[config.mk]
export PLATFORM = sky130hd
export DESIGN_NAME = mdu_hilo_unit_flat
export DESIGN_NICKNAME = d
export VERILOG_FILES = /design/src/rtl/mdu_hilo_unit_if.sv /design/src/rtl/mdu_hilo_unit.sv /design/src/flat_wrapper.sv
export SDC_FILE = /design/constraint.sdc
export NUM_CORES = 2
export LEC_CHECK = 0
export CAP_MARGIN = 20
export CORE_UTILIZATION = 30
export CTS_CLUSTER_SIZE = 20
export DETAILED_ROUTE_END_ITERATION = 16
export SLEW_MARGIN = 20
export SYNTH_ARGS = -nofsm -noshare
export SYNTH_HDL_FRONTEND = slang
export SYNTH_SLANG_ARGS = --single-unit
[constraint.sdc]
create_clock -name clk -period 8.33 [get_ports clk]
set_input_delay 1.2495 -clock clk [delete_from_list [all_inputs] [get_ports clk]]
set_output_delay 1.2495 -clock clk [all_outputs]
set_load 0.02 [all_outputs]
[src/rtl/mdu_hilo_unit_if.sv]
// rtl/mdu_hilo_unit_if.sv - EX-stage bus between the pipeline and the HI/LO multiply/divide unit
//
// Signals:
//   valid_in   EX slot holds a live instruction
//   flush      kills the current operation, no HI/LO write this cycle
//   funct      normalised funct code (SPECIAL funct or remapped FUNCT2_*)
//   operand_a  rs value
//   operand_b  rt value
//   stall_req  holds IF/ID/EX while a division is running
//   hi_out     current HI register
//   lo_out     current LO register
//   div_busy   divider state machine is not idle
// Modports: master = pipeline side, slave = mdu_hilo_unit side.

interface mdu_hilo_unit_if;
  logic        valid_in;
  logic        flush;
  logic [5:0]  funct;
  logic [31:0] operand_a;
  logic [31:0] operand_b;
  logic        stall_req;
  logic [31:0] hi_out;
  logic [31:0] lo_out;
  logic        div_busy;

  modport master (
    output valid_in, flush, funct, operand_a, operand_b,
    input  stall_req, hi_out, lo_out, div_busy
  );

  modport slave (
    input  valid_in, flush, funct, operand_a, operand_b,
    output stall_req, hi_out, lo_out, div_busy
  );
endinterface

[src/rtl/mdu_hilo_unit.sv]
// rtl/mdu_hilo_unit.sv - execute-stage multiply/divide unit owning the HI/LO registers
//
// Ports:
//   clk    pipeline clock
//   rst_n  asynchronous active-low reset
//   bus    mdu_hilo_unit_if.slave: valid_in, flush, funct, operand_a, operand_b in;
//          stall_req, hi_out, lo_out, div_busy out
// Parameters:
//   DIV_ITERS  quotient bits produced by the divider; equals the operand width (32)
// Optional build macro:
//   MDU_SPECIAL2_EN  adds MADD/MADDU/MSUB/MSUBU 64-bit accumulate into {HI,LO}
//
// Multiplies and HI/LO moves complete at the accepting edge. Division is
// radix-2 restoring: accept -> DIV (DIV_ITERS cycles) -> FIX (sign fix-up and
// HI/LO write) -> IDLE.

module mdu_hilo_unit #(
  parameter int DIV_ITERS = 32
) (
  input  logic            clk,
  input  logic            rst_n,
  mdu_hilo_unit_if.slave  bus
);

  localparam logic [5:0] FUNCT_MFHI  = 6'h10;
  localparam logic [5:0] FUNCT_MTHI  = 6'h11;
  localparam logic [5:0] FUNCT_MFLO  = 6'h12;
  localparam logic [5:0] FUNCT_MTLO  = 6'h13;
  localparam logic [5:0] FUNCT_MULT  = 6'h18;
  localparam logic [5:0] FUNCT_MULTU = 6'h19;
  localparam logic [5:0] FUNCT_DIV   = 6'h1A;
  localparam logic [5:0] FUNCT_DIVU  = 6'h1B;
`ifdef MDU_SPECIAL2_EN
  // SPECIAL2 ops are remapped by decode into codes unused by SPECIAL
  localparam logic [5:0] FUNCT2_MADD  = 6'h1C;
  localparam logic [5:0] FUNCT2_MADDU = 6'h1D;
  localparam logic [5:0] FUNCT2_MSUB  = 6'h1E;
  localparam logic [5:0] FUNCT2_MSUBU = 6'h1F;
`endif

  localparam logic [1:0] ST_IDLE = 2'd0;
  localparam logic [1:0] ST_DIV  = 2'd1;
  localparam logic [1:0] ST_FIX  = 2'd2;

  localparam int CNT_W = $clog2(DIV_ITERS + 1);

  logic [1:0]       state;
  logic [31:0]      hi, lo;
  logic [31:0]      rem, quo, dvsr;
  logic [CNT_W-1:0] cnt;
  logic             neg_q, neg_r, dbz;

  logic        accept;
  logic        is_div;
  logic        sgn_op;
  logic [31:0] a_abs, b_abs;
  logic [63:0] mul_a, mul_b, product;
  logic [32:0] rem_shift, trial;
  logic        trial_ok;
  logic [31:0] rem_next, quo_next;
  logic [31:0] q_fix, r_fix;

  assign accept = bus.valid_in && !bus.flush && (state == ST_IDLE);
  assign is_div = (bus.funct == FUNCT_DIV) || (bus.funct == FUNCT_DIVU);

`ifdef MDU_SPECIAL2_EN
  assign sgn_op = (bus.funct == FUNCT_MULT) || (bus.funct == FUNCT_DIV) ||
                  (bus.funct == FUNCT2_MADD) || (bus.funct == FUNCT2_MSUB);
`else
  assign sgn_op = (bus.funct == FUNCT_MULT) || (bus.funct == FUNCT_DIV);
`endif

  // Low 64 bits of the product of sign- or zero-extended operands give the
  // signed or unsigned 32x32 product, so one multiplier serves both.
  assign mul_a   = sgn_op ? {{32{bus.operand_a[31]}}, bus.operand_a} : {32'd0, bus.operand_a};
  assign mul_b   = sgn_op ? {{32{bus.operand_b[31]}}, bus.operand_b} : {32'd0, bus.operand_b};
  assign product = mul_a * mul_b;

`ifdef MDU_SPECIAL2_EN
  logic        acc_sub;
  logic [63:0] hilo_acc;
  assign acc_sub  = (bus.funct == FUNCT2_MSUB) || (bus.funct == FUNCT2_MSUBU);
  assign hilo_acc = acc_sub ? ({hi, lo} - product) : ({hi, lo} + product);
`endif

  // Magnitudes for signed division; -0x80000000 wraps to itself, which is the
  // correct unsigned magnitude.
  assign a_abs = (sgn_op && bus.operand_a[31]) ? (32'd0 - bus.operand_a) : bus.operand_a;
  assign b_abs = (sgn_op && bus.operand_b[31]) ? (32'd0 - bus.operand_b) : bus.operand_b;

  // quo starts as the dividend and shifts its MSB into the partial remainder
  // while quotient bits shift in from the bottom.
  assign rem_shift = {rem, quo[31]};
  assign trial     = rem_shift - {1'b0, dvsr};
  assign trial_ok  = !trial[32];
  assign rem_next  = trial_ok ? trial[31:0] : rem_shift[31:0];
  assign quo_next  = {quo[30:0], trial_ok};

  assign q_fix = neg_q ? (32'd0 - quo) : quo;
  assign r_fix = neg_r ? (32'd0 - rem) : rem;

  assign bus.stall_req = (accept && is_div) || ((state == ST_DIV) && !bus.flush);
  assign bus.div_busy  = (state != ST_IDLE);
  assign bus.hi_out    = hi;
  assign bus.lo_out    = lo;

  always_ff @(posedge clk or negedge rst_n) begin
    if (!rst_n) begin
      state <= ST_IDLE;
      hi    <= '0;
      lo    <= '0;
      rem   <= '0;
      quo   <= '0;
      dvsr  <= '0;
      cnt   <= '0;
      neg_q <= 1'b0;
      neg_r <= 1'b0;
      dbz   <= 1'b0;
    end else begin
      case (state)
        ST_IDLE: begin
          if (accept) begin
            case (bus.funct)
              FUNCT_MULT, FUNCT_MULTU: {hi, lo} <= product;
              FUNCT_MTHI: hi <= bus.operand_a;
              FUNCT_MTLO: lo <= bus.operand_a;
              FUNCT_MFHI, FUNCT_MFLO: ;  // reads come straight from hi_out/lo_out
`ifdef MDU_SPECIAL2_EN
              FUNCT2_MADD, FUNCT2_MADDU,
              FUNCT2_MSUB, FUNCT2_MSUBU: {hi, lo} <= hilo_acc;
`endif
              FUNCT_DIV, FUNCT_DIVU: begin
                quo   <= a_abs;
                dvsr  <= b_abs;
                rem   <= '0;
                cnt   <= CNT_W'(DIV_ITERS);
                neg_q <= sgn_op && (bus.operand_a[31] ^ bus.operand_b[31]);
                neg_r <= sgn_op && bus.operand_a[31];
                dbz   <= (bus.operand_b == 32'd0);
                // Divide by zero skips the iterations; FIX then writes nothing.
                state <= (bus.operand_b == 32'd0) ? ST_FIX : ST_DIV;
              end
              default: ;
            endcase
          end
        end
        ST_DIV: begin
          if (bus.flush) begin
            state <= ST_IDLE;
          end else begin
            rem <= rem_next;
            quo <= quo_next;
            cnt <= cnt - CNT_W'(1);
            if (cnt == CNT_W'(1)) state <= ST_FIX;
          end
        end
        ST_FIX: begin
          if (!bus.flush && !dbz) begin
            lo <= q_fix;
            hi <= r_fix;
          end
          state <= ST_IDLE;
        end
        default: state <= ST_IDLE;
      endcase
    end
  end

endmodule

[src/flat_wrapper.sv]
// flat-port wrapper written by rule: the top's interface ports become plain ports
module mdu_hilo_unit_flat 
#(
  parameter int DIV_ITERS = 32
)
  (clk, rst_n, bus_valid_in, bus_flush, bus_funct, bus_operand_a, bus_operand_b, bus_stall_req, bus_hi_out, bus_lo_out, bus_div_busy);
  mdu_hilo_unit_if bus_i ();
  input  logic clk;
  input  logic rst_n;
  input wire logic [$bits(bus_i.valid_in)-1:0] bus_valid_in;
  input wire logic [$bits(bus_i.flush)-1:0] bus_flush;
  input wire logic [$bits(bus_i.funct)-1:0] bus_funct;
  input wire logic [$bits(bus_i.operand_a)-1:0] bus_operand_a;
  input wire logic [$bits(bus_i.operand_b)-1:0] bus_operand_b;
  output wire logic [$bits(bus_i.stall_req)-1:0] bus_stall_req;
  output wire logic [$bits(bus_i.hi_out)-1:0] bus_hi_out;
  output wire logic [$bits(bus_i.lo_out)-1:0] bus_lo_out;
  output wire logic [$bits(bus_i.div_busy)-1:0] bus_div_busy;
  assign bus_i.valid_in = bus_valid_in;
  assign bus_i.flush = bus_flush;
  assign bus_i.funct = bus_funct;
  assign bus_i.operand_a = bus_operand_a;
  assign bus_i.operand_b = bus_operand_b;
  assign bus_stall_req = bus_i.stall_req;
  assign bus_hi_out = bus_i.hi_out;
  assign bus_lo_out = bus_i.lo_out;
  assign bus_div_busy = bus_i.div_busy;
  mdu_hilo_unit #(.DIV_ITERS(DIV_ITERS)) u_core (.clk(clk), .rst_n(rst_n), .bus(bus_i));
endmodule
==> results.json <==
{
  "syn2layout_area_growth_pct": 23.8,
  "cap_violations": 0,
  "drive_above_1_share_pct": 19.4,
  "cts.reportedPaths.clkPinSlew_ns": 0.08,
  "vias_per_cell": 4.75,
  "root_buffer": "clkbuf_16",
  "critPathLaunchType": "primary input",
  "clkLatencyLatePin_ns": 0.46,
  "violations": "setup timing",
  "layout_common_cells": "inv_1 (1560), fa_1 (1332), nand2_1 (1006)",
  "ys_seq_area_share_pct": 7.15,
  "worst_slew_pin_slew_ns": 0.871,
  "port-buffer-count": 139,
  "dieWidth_um": 449,
  "std_cell_rows": 163,
  "post-place-ws_ns": -2.83,
  "place_congestion": 0.968,
  "max_freq_mhz": 104,
  "synth_fp_nets": 8581,
  "cts_sinks": 171,
  "cts.htree.levels": 4,
  "cts-buffers-inserted": 17,
  "wire_per_inst_um": 20.8,
  "coreArea_mm2": 0.198,
  "worst_slack_ns": -1.26,
  "cp_max_fo": 3,
  "hold_viol": 0,
  "final_common_cell": "inv_1",
  "dr.pass1.iters": 6,
  "synth-main-ff-cell": "dfrtp_1",
  "dpl_cell_area_mm2": 0.0699,
  "drt_iter0_markers": 3361,
  "final_area_mm2": 0.0741,
  "layout_min_cycle_time_ns": 9.59,
  "crit_path_max_incr_delay_ns": 0.60,
  "synth_cell_types": 73,
  "worst_path_max_delay_cell": "fa_2",
  "clock_path_buffers": 2,
  "grt_pass1_vias": 52600,
  "antenna_found_initial": 11,
  "syn_inst": 6740,
  "critPathKind": "primary input to flip-flop",
  "die_area_mm2": 0.201,
  "status": "finished, violations left",
  "synth_area_mm2": 0.0598,
  "ios": 140,
  "drc_errors": 0,
  "vias": 47800,
  "setup_viol": 41,
  "cp.required_ns": 8.74,
  "cts_hold_buf": 0,
  "grtUsageTotal_pct": 20.8,
  "grt_max_degree": 92,
  "initial_core_util_pct": 30.2,
  "end_kind": "flip-flop",
  "num-nets-final": 9242,
  "die_y_um": 449,
  "worstHoldPathType": "flip-flop to flip-flop",
  "slew_violations": 0,
  "avgSynthCellArea_um2": 8.88,
  "synth-seq-cells": 171,
  "rsz0062_at_grt": "true",
  "slew_headroom_pct": 42.0,
  "fin_setup_tns_ns": -30.09,
  "async_flop_share_pct": 100,
  "cp_common_cell": "fa_1",
  "finalCritPeriodShare_pct": 115,
  "fin_skew_ns": 0.0144,
  "dp_hpwl_mm": 180,
  "grt-ovfl-total": 0,
  "cts_tree": "done",
  "cp.arrival_ns": 9.99,
  "wirelength_mm": 209,
  "ys_warn_count": 0,
  "synth_edf_count": 0,
  "grt_pass1_wl_mm": 320,
  "ant_nets": 0
}
area by class of cell:
cell class / instances / area (um2)
antenna: 5 / 12.5
clock buffer: 17 / 425
clock inverter: 15 / 206
fill: 19900 / 124000
inverter: 1635 / 6150
multi-input combinational: 4552 / 50100
sequential: 171 / 4280
tap: 2640 / 3300
timing repair buffer: 1024 / 9630
cell usage after synthesis (10+ instances only):
cell      count  share of area (%)
inv_1      1635                 10
fa_1       1420                 48
nand2_1    1042                6.5
ha_1        347                7.3
and2_1      335                3.5
clkbuf_1    303                1.9
o21ai_0     254                2.1
a21oi_1     176                1.5
dfrtp_1     171                7.2
xnor2_1     169                2.5
nor2_1      122               0.77
xor2_1       90                1.3
buf_1        76               0.48
a21o_1       58               0.73
nor3_1       42               0.35
nand3_1      40               0.33
o211ai_1     39               0.49
a31oi_1      34               0.36
o31ai_1      34               0.43
and3_1       32               0.33
mux2i_1      32               0.54
a211oi_1     25               0.31
o21bai_1     24               0.30
nand4_1      22               0.23
or3_1        20               0.21
nand2b_1     15               0.16
nor2b_1      14               0.15
o21a_1       14               0.18
a22o_1       13               0.19
or4_1        11               0.14
nor4_1       10               0.10
o41ai_1      10               0.15
what timing repair did:
action | 4_1_cts | 5_1_grt
resized for setup | 450 | 286
pin swaps | 203 | 209
endpoints found under the setup margin | 49 | 48
buffers inserted | 79 | 35
cloned | 11 | 1
worst max-delay path: cells and delay by family:
family          cells  cell delay, ns
compound gates      5            0.65
buf+inv            11            1.07
fa+ha+maj          11            5.45
simple gates        8            1.25
mux                 1            0.32
path summary, 6_finish.rpt:
path	startpoint	slack, ns	depth (start not counted)	endpoint
max in group asynchronous	rst_n	5.53	3	u_core.quo[29]$_DFFE_PN0P_
min in group asynchronous	rst_n	0.74	1	u_core.bus.lo_out[0]$_DFFE_PN0P_
min reg2reg	u_core.dvsr[2]$_DFFE_PN0P_	0.49	2	u_core.dvsr[2]$_DFFE_PN0P_
min	u_core.dvsr[2]$_DFFE_PN0P_	0.49	2	u_core.dvsr[2]$_DFFE_PN0P_
max reg2reg	u_core.quo[31]$_DFFE_PN0P_	3.90	14	u_core.rem[19]$_DFFE_PN0P_
max	bus_funct[2]	-1.26	36	u_core.bus.hi_out[28]$_DFFE_PN0P_
through the flow:
stage | hold slack (ns) | utilization [%] | cells
2_1_floorplan | 0.442 | - | 6740
3_3_place_gp | 0.461 | 35.3 | 9919
3_5_place_dp | 0.470 | 35.3 | 9919
4_1_cts | 0.489 | 36.8 | 10000
5_1_grt | 0.502 | 37.4 | 10100
6_report | 0.486 | 37.4 | 10100
kinds of logic after synthesis:
| kind of cell | count (synthesis) | share of synthesized area, % |
|---|---|---|
| DFF | 171 | 7.15 |
| buffers and inverters | 2017 | 12.7 |
| adders and majority gates | 1768 | 54.8 |
| and+or+nand+nor | 1737 | 13.3 |
| AOI/OAI and AO/OA | 754 | 7.76 |
| muxes | 34 | 0.573 |
| xor gates and xnor gates | 259 | 3.79 |
sequential cells by signal, summed over array words and instances, names as in the netlist:
signal / flops
u_core.dbz: 1
u_core.neg_q: 1
u_core.quo: 32
u_core.bus.lo_out: 32
u_core.rem: 32
u_core.neg_r: 1
u_core.bus.hi_out: 32
u_core.dvsr: 32
u_core.state: 2
u_core.cnt: 6
metal layers:
layer | track usage [%] | routed length (um) | vias up
met5 | 0 | 27 | -
met4 | 7.68 | 8800 | 4
met3 | 3.18 | 13500 | 308
met2 | 35.6 | 100000 | 1450
met1 | 26.6 | 86500 | 24700
li1 | - | - | 21300
Power is not shown: default switching activity piles up to over one toggle a cycle in this logic, so the estimate is an artifact.
